File: config.mk
export PLATFORM = sky130hd
export DESIGN_NAME = seq_shift_unit
export DESIGN_NICKNAME = d
export VERILOG_FILES = /design/src/rtl/seq_shift_unit.sv
export SDC_FILE = /design/constraint.sdc
export NUM_CORES = 1
export LEC_CHECK = 0
export BUFFER_PORTS_ARGS = -buffer_cell sky130_fd_sc_hd__buf_2
export CORE_MARGIN = 2
export CORE_UTILIZATION = 37
export DETAILED_ROUTE_END_ITERATION = 8
export PLACE_DENSITY = 0.65
export REMOVE_ABC_BUFFERS = 1
export SLEW_MARGIN = 20
export SYNTH_ARGS = -nofsm -noshare
export SYNTH_HDL_FRONTEND = slang
export SYNTH_SLANG_ARGS = --single-unit
File: constraint.sdc
create_clock -name clk -period 1.44 [get_ports clk]
set_clock_uncertainty 0.1 [all_clocks]
set_input_delay 0.288 -clock clk [delete_from_list [all_inputs] [get_ports clk]]
set_output_delay 0.288 -clock clk [all_outputs]
set_load 0.02 [all_outputs]
File: src/rtl/seq_shift_unit.sv
// Sequential shift engine: one bit per clock, valid/ready on command and result.
// Consumes the packed {fill, amount, dir} command word.
module seq_shift_unit #(
    parameter int WIDTH = 4,
    parameter bit OP    = 1'b0
) (
    input  logic             clk,
    input  logic             rst,
    input  logic [WIDTH-1:0] in,
    input  logic [WIDTH-1:0] shift,
    input  logic             cmd_valid,
    output logic             cmd_ready,
    output logic [WIDTH-1:0] out,
    output logic [WIDTH-1:0] overflow,
    output logic             res_valid,
    input  logic             res_ready
);

    localparam int AW = WIDTH - 2;
    localparam int CW = $clog2(WIDTH + 1);

    typedef enum logic [1:0] {
        IDLE,
        SHIFT,
        DONE
    } state_t;

    state_t           state, state_n;
    logic [WIDTH-1:0] data, ovf;
    logic [CW-1:0]    count;
    logic             dir, fill;
    logic [AW-1:0]    amt_field;
    logic [CW-1:0]    amt;
    logic             f;
    logic             accept;

    assign amt_field = shift[WIDTH-2:1];
    assign accept    = cmd_valid && (state == IDLE);

    always_comb begin
        amt = CW'(amt_field);
        if (int'(amt_field) > WIDTH) amt = CW'(WIDTH);
    end

    // Arithmetic mode replicates the sign going right and zero-fills going left.
    always_comb begin
        f = fill;
        if (OP) f = dir ? 1'b0 : data[WIDTH-1];
    end

    always_ff @(posedge clk or posedge rst) begin
        if (rst) state <= IDLE;
        else     state <= state_n;
    end

    always_comb begin
        state_n = state;
        unique case (state)
            IDLE:    if (cmd_valid) state_n = (amt == '0) ? DONE : SHIFT;
            SHIFT:   if (count == CW'(1)) state_n = DONE;
            DONE:    if (res_ready) state_n = IDLE;
            default: state_n = IDLE;
        endcase
    end

    always_ff @(posedge clk or posedge rst) begin
        if (rst) begin
            data  <= '0;
            ovf   <= '0;
            count <= '0;
            dir   <= 1'b0;
            fill  <= 1'b0;
        end else if (accept) begin
            data  <= in;
            ovf   <= '0;
            count <= amt;
            dir   <= shift[0];
            fill  <= shift[WIDTH-1];
        end else if (state == SHIFT) begin
            count <= count - CW'(1);
            if (!dir) {data, ovf} <= {f, data, ovf[WIDTH-1:1]};
            else      {ovf, data} <= {ovf[WIDTH-2:0], data, f};
        end
    end

    assign cmd_ready = (state == IDLE);
    assign res_valid = (state == DONE);
    assign out       = data;
    assign overflow  = ovf;

endmodule

==> out/results.ini <==
[clock_network]
root_buffer = clkbuf_4
cts_buffers = 3
clock_sinks = 15
clkTransAtPathRegs_ns = 0.09
clockBufferDepth = 2
tritoncts = built
htreeDepth = 1
clk_latency_ns = 0.28

[drt]
via_per_inst = 5.20
wl_per_cell_um = 13.2
drt_iter0_markers = 8
vias = 702
first_pass_iters = 4
wl_mm = 1.78
antenna_left = 0
drc_errors = 0

[die]
ios = 22
dieArea_um2 = 2550
die_h_um = 50.5
die_x_um = 50.5
rows = 16
initial_core_util_pct = 39.9
core-area_um2 = 2000

[final_layout]
area_delta_synth_final_pct = 36.9
num_antenna_cells = 0
nets = 123
layout-drive-gt1-share_pct = 46.3
finalNonFillerCells = 135
num-fill-cells = 187

[critical_path]
crit_type = reg -> out
reg2reg_from = state[0]
cp-start-kind = flip-flop
startpoint = state[0]
worstPathArrival_ns = 1.06
required_ns = 1.05
end_kind = output pin
cp_max_fo = 5

[pwr]
p_per_area_nw_per_um2 = 2260
power.leakage_nw = 0.525
ir_drop_v = 0.000892

[sta]
fin_crit_sh_pct = 100
drv_slew = 0
rsz0062_at_grt = true
finalWorstSetupSlack_ns = -0.00718
max_freq_mhz = 691
period_minus_slack_ns = 1.45
timing.slew.headroom_pct = 68.0
tightest_slew_ns = 0.480
setup_viol = 3
hold_violations = 0

[min_path]
hold_start = in[3]
holdCritPathClass = in -> reg

[outcome]
status = complete, but fails checks
violations = negative setup slack

[global_routing]
grt_pass1_wl_mm = 2.95
gr-total-overflow = 0
grt_usage_pct = 15.8
antenna_found_initial = 0
grt_max_degree = 16
first_global_vias = 703

[synth]
synth_area_leader_cell = dfrtp_1
ys_ff_latch = 15
syn_inst = 77
avgSynthCellArea_um2 = 10.4
yosysWarnings = 0
yosysTopAreaCellShare_pct = 46.9
post-synth-top-count-cell = dfrtp_1
synth_area_um2 = 800
yosysUniqueCellTypes = 21
synth_common_cells = dfrtp_1, nor2_1, nand2_1
synth_area_leaders = dfrtp_1, nor2b_1, mux2i_1
ys_seq_area_share_pct = 46.9
synth_edf_count = 0
async_flop_share_pct = 100
synth_flop_cell = dfrtp_1

[placed_design]
dp_cells = 127
hpwlAfterDp_mm = 1.28
gp_congestion = 0.712
io_buffer_count = 21
pre_cts_slack_ns = 0.0394

[job]
max_cap_violations = 0

area by class of cell:
type | count | area, um2 | area share [%]
clock buffer | 3 | 22.5 | 2.06
clock inverter | 1 | 5.00 | 0.457
sequential | 15 | 377 | 34.4
inverter | 3 | 11.3 | 1.03
multi-input combinational | 55 | 428 | 39.1
tap | 27 | 33.8 | 3.09
timing repair buffer | 31 | 218 | 19.9
cell usage in the layout (no fill, tap or decap), types with 4 or more instances in the layout:
cell / instances
nor2_1: 8
buf_4: 4
nor2b_1: 6
dfrtp_1: 14
buf_2: 19
buf_6: 6
nand2_1: 4
a211oi_1: 4
o22ai_1: 4
mux2i_1: 4
kinds of logic (layout without fill, tap and decap cells):
group	count (synthesis)	in the layout	synth area share (%)
AO/OA/AOI/OAI	17	17	15.6
adder cells (fa/ha/maj)	2	2	3.13
multiplexers	6	6	7.82
buffers and inverters	7	38	6.26
flip-flops	15	15	46.9
XOR/XNOR	1	1	1.10
AND/OR/NAND/NOR	29	29	19.1
sequential cells by signal, indices dropped and copies added, names as in the netlist:
register	cells
out	4
overflow	4
count	3
state	2
dir	1
f	1
routing by layer:
metal	GRT usage (%)	wire length [um]	up-vias
met5	0	0	-
met4	9.46	41	0
met3	2.08	57	6
met2	28.7	922	19
met1	17.2	758	343
li1	-	-	334
report_power, final:
part / internal (mW) / switching, mW / leakage (nW) / total [mW]
Combinational: 0.707 / 0.689 / 0.322 / 1.40
Clock: 0.103 / 0.139 / 0.0177 / 0.242
Sequential: 0.613 / 0.225 / 0.185 / 0.838
path summary, 6_finish.rpt:
path	to	slack (ns)	depth (start not counted)
setup / recovery	res_valid	-0.007	3
hold / removal	out[3]	0.10	3
setup reg to reg	f	0	4
hold reg to reg	count[1]	0.43	1
max in group asynchronous	state[1]	0.62	4
min in group asynchronous	out[1]	0.43	4
stage by stage:
stage | hold slack [ns] | cell area (um2) | total power [mW] | setup TNS (ns) | util (%)
final | 0.101 | 1090 | 2.48 | -0.00843 | 54.7
after global routing | 0.114 | 1090 | 2.66 | -0.284 | 54.7
after CTS | 0.100 | 1020 | 2.30 | -0.0190 | 50.9
after detailed placement | 0.198 | 945 | 1.96 | 0 | 47.2
after global placement | 0.198 | 945 | 1.92 | 0 | 47.2
after floorplan | 0.0895 | 761 | 1.56 | -2.07 | -
timing repair:
action / in CTS / in global routing
pin swaps: 0 / 1
hold buffers: 1 / 0
endpoints found under the setup margin: 2 / 12
hold endpoints to repair: 15 / 0
resized for setup: 7 / 18
gates cloned: 0 / 0
buffers inserted: 2 / 1
worst max-delay path: stages (launching register included):
cell     delay (ns)
dfrtp_1        0.41
buf_6          0.14
nor2b_4        0.11
buf_6          0.12
Note: power is estimated with default switching activity, not from simulation.
